[src/rtl/mem_req_master_pkg.sv]
// Shared encodings for the memory request master: access sizes, completion
// error codes and the controller state type, plus the alignment rule.
package mem_req_master_pkg;

   localparam logic [1:0] SIZE_B = 2'd0;
   localparam logic [1:0] SIZE_H = 2'd1;
   localparam logic [1:0] SIZE_W = 2'd2;

   localparam logic [1:0] ERR_NONE    = 2'd0;
   localparam logic [1:0] ERR_ALIGN   = 2'd1;
   localparam logic [1:0] ERR_TIMEOUT = 2'd2;

   typedef enum logic [1:0] {
      IDLE = 2'd0,
      REQ  = 2'd1,
      DONE = 2'd2
   } state_t;

   // An op is rejected when its size is illegal or the address is not a
   // multiple of the access size.
   function automatic logic isMisaligned(input logic [1:0] size, input logic [1:0] addrLo);
      logic bad;
      case (size)
         SIZE_B:  bad = 1'b0;
         SIZE_H:  bad = addrLo[0];
         SIZE_W:  bad = (addrLo != 2'b00);
         default: bad = 1'b1;
      endcase
      return bad;
   endfunction

endpackage

[src/rtl/mem_req_master_align.sv]
// Byte-lane steering between the right-justified core view of data and the
// word-wide memory bus: store mask/data placement and load extraction.
module mem_lane_align
   import mem_req_master_pkg::*;
#(
   parameter int WIDTH = 32
) (
   input  logic [1:0]         size_i,
   input  logic [1:0]         addr_i,
   input  logic               unsigned_i,
   input  logic [WIDTH-1:0]   wdata_i,
   input  logic [WIDTH-1:0]   rdata_i,
   output logic [WIDTH/8-1:0] mask_o,
   output logic [WIDTH-1:0]   wdata_o,
   output logic [WIDTH-1:0]   rdata_o
);

   localparam int LANES = WIDTH / 8;

   logic [4:0]       sh;
   logic [WIDTH-1:0] raw;

   // Shift store data up into its lanes, pull load data down to bit 0 and
   // extend it according to size and signedness.
   always_comb begin
      sh      = {addr_i, 3'b000};
      wdata_o = wdata_i << sh;
      raw     = rdata_i >> sh;
      mask_o  = '0;
      rdata_o = '0;
      case (size_i)
         SIZE_B: begin
            mask_o  = LANES'(1) << addr_i;
            rdata_o = unsigned_i ? {{(WIDTH-8){1'b0}}, raw[7:0]}
                                 : {{(WIDTH-8){raw[7]}}, raw[7:0]};
         end
         SIZE_H: begin
            mask_o  = LANES'(3) << addr_i;
            rdata_o = unsigned_i ? {{(WIDTH-16){1'b0}}, raw[15:0]}
                                 : {{(WIDTH-16){raw[15]}}, raw[15:0]};
         end
         SIZE_W: begin
            mask_o  = '1;
            rdata_o = raw;
         end
         default: begin
            mask_o  = '0;
            rdata_o = '0;
         end
      endcase
   end

endmodule

[src/rtl/mem_req_master.sv]
// Single-outstanding memory request initiator. Accepts a load/store op in
// IDLE, drives one request until the memory answers or the timeout expires,
// then emits a one-cycle completion. All outputs come straight from flops.
module mem_req_master
   import mem_req_master_pkg::*;
#(
   parameter int WIDTH          = 32,
   parameter int TIMEOUT_CYCLES = 255
) (
   input  logic               clk,
   input  logic               rst,
   input  logic               op_valid,
   output logic               op_ready,
   input  logic               op_we,
   input  logic [1:0]         op_size,
   input  logic               op_unsigned,
   input  logic [WIDTH-1:0]   op_addr,
   input  logic [WIDTH-1:0]   op_wdata,
   output logic               done_valid,
   output logic [WIDTH-1:0]   done_rdata,
   output logic [1:0]         done_err,
   output logic               req_valid,
   output logic [WIDTH-1:0]   req_addr,
   output logic [WIDTH-1:0]   req_data,
   output logic [WIDTH/8-1:0] req_mask,
   input  logic               resp_valid,
   input  logic [WIDTH-1:0]   resp_data
);

   localparam logic [7:0] TMAX = 8'(TIMEOUT_CYCLES);

   state_t             state_q, state_d;
   logic               opReady_q, opReady_d;
   logic               reqValid_q, reqValid_d;
   logic [WIDTH-1:0]   reqAddr_q, reqAddr_d;
   logic [WIDTH-1:0]   reqData_q, reqData_d;
   logic [WIDTH/8-1:0] reqMask_q, reqMask_d;
   logic               doneValid_q, doneValid_d;
   logic [WIDTH-1:0]   doneRdata_q, doneRdata_d;
   logic [1:0]         doneErr_q, doneErr_d;
   logic [7:0]         cnt_q, cnt_d;
   logic               we_q, we_d;
   logic [1:0]         size_q, size_d;
   logic               uns_q, uns_d;
   logic [1:0]         addrLo_q, addrLo_d;

   logic [1:0]         alignSize;
   logic [1:0]         alignAddr;
   logic               alignUns;
   logic [WIDTH/8-1:0] alignMask;
   logic [WIDTH-1:0]   alignWdata;
   logic [WIDTH-1:0]   alignRdata;

   // In IDLE the aligner sees the incoming op so req_* can be registered on
   // the accept edge; afterwards it sees the latched op for load extraction.
   always_comb begin
      alignSize = (state_q == IDLE) ? op_size        : size_q;
      alignAddr = (state_q == IDLE) ? op_addr[1:0]   : addrLo_q;
      alignUns  = (state_q == IDLE) ? op_unsigned    : uns_q;
   end

   mem_lane_align #(.WIDTH(WIDTH)) u_align (
      .size_i     (alignSize),
      .addr_i     (alignAddr),
      .unsigned_i (alignUns),
      .wdata_i    (op_wdata),
      .rdata_i    (resp_data),
      .mask_o     (alignMask),
      .wdata_o    (alignWdata),
      .rdata_o    (alignRdata)
   );

   // State and output registers; reset abandons any request in flight.
   always_ff @(posedge clk) begin
      if (rst) begin
         state_q     <= IDLE;
         opReady_q   <= 1'b1;
         reqValid_q  <= 1'b0;
         reqAddr_q   <= '0;
         reqData_q   <= '0;
         reqMask_q   <= '0;
         doneValid_q <= 1'b0;
         doneRdata_q <= '0;
         doneErr_q   <= ERR_NONE;
         cnt_q       <= '0;
         we_q        <= 1'b0;
         size_q      <= SIZE_B;
         uns_q       <= 1'b0;
         addrLo_q    <= 2'b00;
      end else begin
         state_q     <= state_d;
         opReady_q   <= opReady_d;
         reqValid_q  <= reqValid_d;
         reqAddr_q   <= reqAddr_d;
         reqData_q   <= reqData_d;
         reqMask_q   <= reqMask_d;
         doneValid_q <= doneValid_d;
         doneRdata_q <= doneRdata_d;
         doneErr_q   <= doneErr_d;
         cnt_q       <= cnt_d;
         we_q        <= we_d;
         size_q      <= size_d;
         uns_q       <= uns_d;
         addrLo_q    <= addrLo_d;
      end
   end

   // Next-state logic; a response on the expiry cycle takes priority over
   // the timeout so a late-but-valid answer is never thrown away.
   always_comb begin
      state_d     = state_q;
      reqValid_d  = reqValid_q;
      reqAddr_d   = reqAddr_q;
      reqData_d   = reqData_q;
      reqMask_d   = reqMask_q;
      doneValid_d = 1'b0;
      doneRdata_d = '0;
      doneErr_d   = ERR_NONE;
      cnt_d       = cnt_q;
      we_d        = we_q;
      size_d      = size_q;
      uns_d       = uns_q;
      addrLo_d    = addrLo_q;
      case (state_q)
         IDLE: begin
            if (op_valid) begin
               we_d     = op_we;
               size_d   = op_size;
               uns_d    = op_unsigned;
               addrLo_d = op_addr[1:0];
               cnt_d    = '0;
               if (isMisaligned(op_size, op_addr[1:0])) begin
                  state_d     = DONE;
                  doneValid_d = 1'b1;
                  doneErr_d   = ERR_ALIGN;
               end else begin
                  state_d    = REQ;
                  reqValid_d = 1'b1;
                  reqAddr_d  = {op_addr[WIDTH-1:2], 2'b00};
                  reqData_d  = op_we ? alignWdata : '0;
                  reqMask_d  = op_we ? alignMask  : '0;
               end
            end
         end
         REQ: begin
            if (resp_valid) begin
               state_d     = DONE;
               reqValid_d  = 1'b0;
               doneValid_d = 1'b1;
               doneErr_d   = ERR_NONE;
               doneRdata_d = we_q ? '0 : alignRdata;
            end else if (cnt_q + 8'd1 == TMAX) begin
               state_d     = DONE;
               reqValid_d  = 1'b0;
               doneValid_d = 1'b1;
               doneErr_d   = ERR_TIMEOUT;
            end else begin
               cnt_d = cnt_q + 8'd1;
            end
         end
         default: begin
            state_d = IDLE;
         end
      endcase
      opReady_d = (state_d == IDLE);
   end

   assign op_ready   = opReady_q;
   assign req_valid  = reqValid_q;
   assign req_addr   = reqAddr_q;
   assign req_data   = reqData_q;
   assign req_mask   = reqMask_q;
   assign done_valid = doneValid_q;
   assign done_rdata = doneRdata_q;
   assign done_err   = doneErr_q;

endmodule

[config.mk]
export PLATFORM = sky130hd
export DESIGN_NAME = mem_req_master
export DESIGN_NICKNAME = d
export VERILOG_FILES = /design/src/rtl/mem_req_master_pkg.sv /design/src/rtl/mem_req_master_align.sv /design/src/rtl/mem_req_master.sv
export SDC_FILE = /design/constraint.sdc
export NUM_CORES = 1
export LEC_CHECK = 0
export CORE_AREA = 2 2 115 117
export DETAILED_ROUTE_END_ITERATION = 10
export DIE_AREA = 0 0 117 119
export GPL_TIMING_DRIVEN = 0
export PLACE_DENSITY = 0.79
export REMOVE_ABC_BUFFERS = 1
export SYNTH_ARGS = -nofsm -noshare
export SYNTH_HDL_FRONTEND = slang
export SYNTH_HIERARCHICAL = 1
export SYNTH_SLANG_ARGS = --single-unit
[constraint.sdc]
create_clock -name clk -period 3.26 [get_ports clk]
set_input_delay 0.489 -clock clk [delete_from_list [all_inputs] [get_ports clk]]
set_output_delay 0.489 -clock clk [all_outputs]
set_load 0.02 [all_outputs]
# After elaboration in Yosys (flattened, before gate mapping)
# Cells that the tools add are included.
[totals]
regBits = 119
inputBits = 104
out_inout_bits = 105
elab_cells = 80
[op_classes]
n_addsub = 1
eq_ne = 11
shifts = 4
mux = 36
bitwise_logic = 3
reduce_logical = 11
[ops]
columns = ["cell", "count"]
rows = [
  ["$mux W32", 3],
  ["$pmux W32 S3", 1],
  ["$shl A32 B5 Y32", 1],
  ["$shr A32 B5 Y32", 1],
  ["$mux W8", 3],
  ["$mux W2", 8],
  ["$pmux W8 S2", 1],
  ["$mux W1", 13],
  ["$pmux W4 S3", 1],
  ["$add A8 B1 Y8 const B", 1],
  ["$eq A8 B8 Y1 const B", 1],
  ["$logic_not A2 Y1", 4],
  ["$ne A2 B2 Y1 const B", 4],
  ["$pmux W2 S2", 2],
  ["$reduce_and A4 Y1", 2],
  ["$eq A2 B1 Y1 const B", 3],
  ["$eq A2 B2 Y1 const B", 2],
  ["$mux W4", 1],
  ["$pmux W1 S2", 2],
  ["$reduce_bool A2 Y1", 2],
  ["$reduce_or A4 Y1", 1],
  ["$shl A1 B2 Y4 const A", 1],
  ["$shl A2 B2 Y4 const A", 1],
  ["$ne A3 B3 Y1 const B", 1],
  ["4 further kinds", 6],
]

# Longest topological paths before layout
[logic_depth]
ltp_word = 8
depth_mapped = 10
depth_no_buf = 7

# By module
# The synthesis kept the hierarchy.
[modules_own_cells]
columns = ["mod", "instances", "cells_per_inst", "area_per_inst_um2", "seq_area_each_um2"]
rows = [
  ["mem_req_master", 1, 445, 4117.7, 2382.3],
  ["mem_lane_align", 1, 198, 1323.8, 0.0],
]

# Worst setup path after synthesis
# Ideal clock, no wire load.
[synth_timing]
kind = "register to register"
start = "register state_q[1]"
end = "register doneRdata_q[16] (netlist: done_rdata[16])"
setup_ps = 115
arrival_ps = 2276
t_required_ps = 3145
setup_slack_ps = 869
path_stages_with_launch = 9
path_buffers = 2
period_less_slack_ps = 2391
path_cell_list = "dfxtp_1 buf_2 nor2_1 mux2_2 mux4_2 a221oi_4 buf_6 o22ai_1 and2_1"
[synth_via]
elab_chain_cells = 5
word_cells_on_any_way = 14
cone_classes = "eq/ne (3); shift (1); mux (6); bitwise (1); reduce/logical (3)"
[synth_rtl]
columns = ["element", "line_no", "rtl"]
rows = [
  ["start: declaration", "mem_req_master.sv:32", "state_t state_q, state_d;"],
  ["start signal: assignment", "mem_req_master.sv:91", "state_q <= state_d;"],
  ["$logic_not A2 Y1 *", "mem_req_master.sv:58", "alignAddr = (state_q == IDLE) ? op_addr[1:0] : addrLo_q;"],
  ["$mux W2 *", "mem_req_master.sv:58", ""],
  ["named net alignAddr[1]", "mem_req_master.sv:48", "logic [1:0] alignAddr;"],
  ["$shr A32 B5 Y32 *", "mem_req_master_align.sv:28", "raw = rdata_i >> sh;"],
  ["$mux W32 (on tied branches)", "mem_req_master_align.sv:39, mem_req_master_align.sv:34", ""],
  ["$pmux W32 S3 *", "mem_req_master_align.sv:31", "case (size_i)"],
  ["named net alignRdata[16]", "mem_req_master.sv:52", "logic [WIDTH-1:0] alignRdata;"],
  ["end signal: assignment", "mem_req_master.sv:98", "doneRdata_q <= doneRdata_d;"],
  ["end: declaration", "mem_req_master.sv:39", "logic [WIDTH-1:0] doneRdata_q, doneRdata_d;"],
]
# Mark *: on every way through the listed nets, which the timed path passes. The rest lies on a longest branch.
# A chain may end at the register's enable or synchronous reset.

# Worst setup path in the final report
[layout_timing]
start = "register state_q[1]"
end = "register doneRdata_q[28] (netlist: done_rdata[28])"
# The elaborated chain is that of the path after synthesis.

==> run_results.csv <==
group,metric,value,unit
clocking,htree_levels,4,
floorplanning,die_area,13920,um^2
yosys,synth_top_cell_by_area,"dfxtp_1",
clocking,cts_root_buf,"clkbuf_16",
worst_setup_path,required,3.56,ns
yosys,synth_top_flop_cell,"dfxtp_1",
yosys,seq_area_frac_synth,0.4378,
timing,setup_slack,0.1284,ns
worst_setup_path,r2r_start,"state_q[1]",
route,vias,5371,
floorplanning,dieHeight,119,um
route,ant_nets,0,
worst_setup_path,r2r-end,"done_rdata[28]",
timing,finClkSkew,0.009295,ns
floorplanning,die_x,117,um
yosys,synthTopCellsByCount,"dfxtp_1 (119), nand2_1 (95), nor2_1 (56)",
yosys,ys_types,52,
clocking,path_clk_slew,0.05,ns
grt,grt_max_degree,89,
route,wl_per_cell,16.45,um
grt,track_usage,0.2304,
clocking,clkLatencyLatePin,0.41,ns
route,wl,16560,um
worst_setup_path,reg2reg_slack,0.13,ns
worst_setup_path,cp-end-kind,"flop",
clocking,clk_path_buf_depth,2,
route,post-route-drc-count,0,
status,status,"finished, final reports clean",
yosys,synth_warnings,6,
clocking,cts.sinks,119,
timing,worstMarginPinSlew,0.9573,ns
timing,slew_violations,0,
grt,grt_pass1_vias,5136,
yosys,postSynthAreaPerCell,8.463,um^2
clocking,numCtsBuffers,17,
yosys,synth_cells,643,
route,drtIter0Drc,311,
placement,dp_cells,974,
timing,slew_headroom,0.3601,
floorplanning,initial_utilization,0.4226,
placement,hpwl,10710,um
yosys,async_reset_ff_frac,0,
timing,rsz0062_at_grt,"no",
timing,hold_viol,0,
grt,antenna_found_initial,0,
min_path,min_path_cells,2,
yosys,synth_edf_count,0,
final_layout,final_cells,1007,
placement,gp_congestion,0.8019,
route,routed_via_density,5.334,
timing,setup_viol,0,
grt,grt_first_pass_wirelength,25010,um
yosys,synth_top_area_frac,0.4378,
yosys,post-synth-top-count-cell,"dfxtp_1",
clocking,cts_tree,"built",
final_layout,num-nets-final,924,
min_path,worstHoldStart,"req_addr[7]",
min_path,hp-class,"reg2reg",
yosys,netlist_area,5441,um^2
power,worst_ir_drop_vdd,0.0002540,V
power,power_density,522.6,nW/um^2
worst_setup_path,crit_type,"reg2reg",
min_path,hold_end,"req_addr[7]",
clocking,hold_buffers,0,
yosys,netlist_top_cells_area,"dfxtp_1 (44%), nand2_1 (6.6%), mux2i_1 (5.9%), a21oi_1 (5.1%), a22oi_1 (5.0%)",
yosys,synth_seq_cells,119,
power,leakagePower,3.034,nW
timing,max_freq,319.3,MHz
grt,grt_overflow_total,0,
worst_setup_path,crit_fanout,33,
run,maxCapViolations,0,
placement,pre_cts_slack,-0.7320,ns
floorplanning,fp-row-count,42,
timing,timing.final.crit_share,0.9606,
floorplanning,core_area,12870,um^2
placement,portBuffers,206,
floorplanning,pin_count,209,
final_layout,antenna-diode-count,0,
timing,hold-worst-slack,0.4533,ns
worst_setup_path,crit_arrival,3.43,ns
worst_setup_path,worst-r2r-cell-count,6,
final_layout,drive_above_1_share,0.06980,
route,dr.pass1.iters,5,
final_layout,synthToLayoutAreaGrowth,51.46,%
worst_setup_path,crit_path_start_kind,"flop",
timing,layout_min_cycle_time,3.132,ns
==> worst max path at each step <==
stage / startpoint / end / depth (start not counted)
4_1_cts: state_q[1] / done_rdata[28] / 6
2_1_floorplan: state_q[1] / done_rdata[16] / 6
6_report: state_q[1] / done_rdata[28] / 6
5_1_grt: state_q[1] / done_rdata[28] / 6
3_5_place_dp: op_addr[1] / done_rdata[28] / 6
3_3_place_gp: rst / done_rdata[10] / 3
==> logic make-up after synthesis <==
family / after synthesis / synth area share
simple gates: 243 / 0.2148
compound gates: 171 / 0.2056
flops: 119 / 0.4378
buf+inv: 63 / 0.05059
mux: 40 / 0.07956
xor+xnor: 4 / 0.006438
fa+ha+maj: 2 / 0.004598
other cells: 1 / 0.0006892
==> through the flow <==
stage	util	cell area [um^2]	total power, mW	TNS (ns)
finish	0.6401	8242	4.307	0
global route	0.6401	8242	4.492	0
CTS	0.6375	8208	4.316	0
detailed placement	0.5865	7551	2.342	-19.01
global placement	0.5811	7482	2.313	-107.60
floorplan	-	5200	1.986	0
==> layout make-up <==
cell class,count,area (um^2)
Sequential cell,119,2382
Timing Repair Buffer,209,2110
Fill cell,1068,4633
Tap cell,176,220.2
Clock buffer,25,525.5
Inverter,8,30.03
Multi-Input combinational cell,463,2861
Clock inverter,7,112.6
==> metal layers <==
layer | vias to the layer above | GRT usage | share of wire | wire length [um]
met2 | 225 | 0.3797 | 0.49 | 8093
met3 | 35 | 0.08499 | 0.088 | 1458
li1 | 2596 | - | - | -
met1 | 2515 | 0.2646 | 0.40 | 6568
met5 | - | 0 | 0 | 0
met4 | 0 | 0.1015 | 0.027 | 443
==> critical path, cell delays in order (launching register included) <==
cell	delay [ns]
dfxtp_1	0.40
nor2_2	0.47
mux2_8	0.57
mux4_2	0.52
a221oi_4	0.64
o21ai_0	0.23
and2_1	0.19
==> cell usage in the layout (no fill, tap or decap), drive strengths merged, types with 8 or more instances in the layout <==
master | Yosys | routed
nor2 | 56 | 56
and2 | 42 | 42
o21ai | 29 | 29
dfxtp | 119 | 119
nand2 | 95 | 95
a211oi | 23 | 23
a21oi | 55 | 55
mux2i | 32 | 32
o22ai | 8 | 8
inv | 8 | 8
a22oi | 36 | 36
clkdlybuf4s50 | 0 | 205
clkbuf | 31 | 25
nor2b | 19 | 19
==> flip-flops by register name (all words and copies together) (netlist names), 2 cells and up <==
| name | cells |
|---|---|
| addrLo_q | 2 |
| done_err | 2 |
| size_q | 2 |
| req_mask | 4 |
| done_rdata | 32 |
| req_addr | 30 |
| state_q | 2 |
| req_data | 32 |
| cnt_q | 8 |
==> timing repair <==
item / in CTS / in global routing
setup endpoints to repair: 32 / 31
gates cloned: 0 / 1
gates resized for setup: 3 / 3
buffers inserted: 0 / 0
==> report_power, final <==
part / leakage, nW / internal, mW / switching [mW]
combinational: 1.75 / 0.371 / 0.434
sequential: 0.965 / 1.50 / 0.0284
clock: 0.315 / 1.34 / 0.629
No activity file was read; power rests on OpenSTA's default activity.
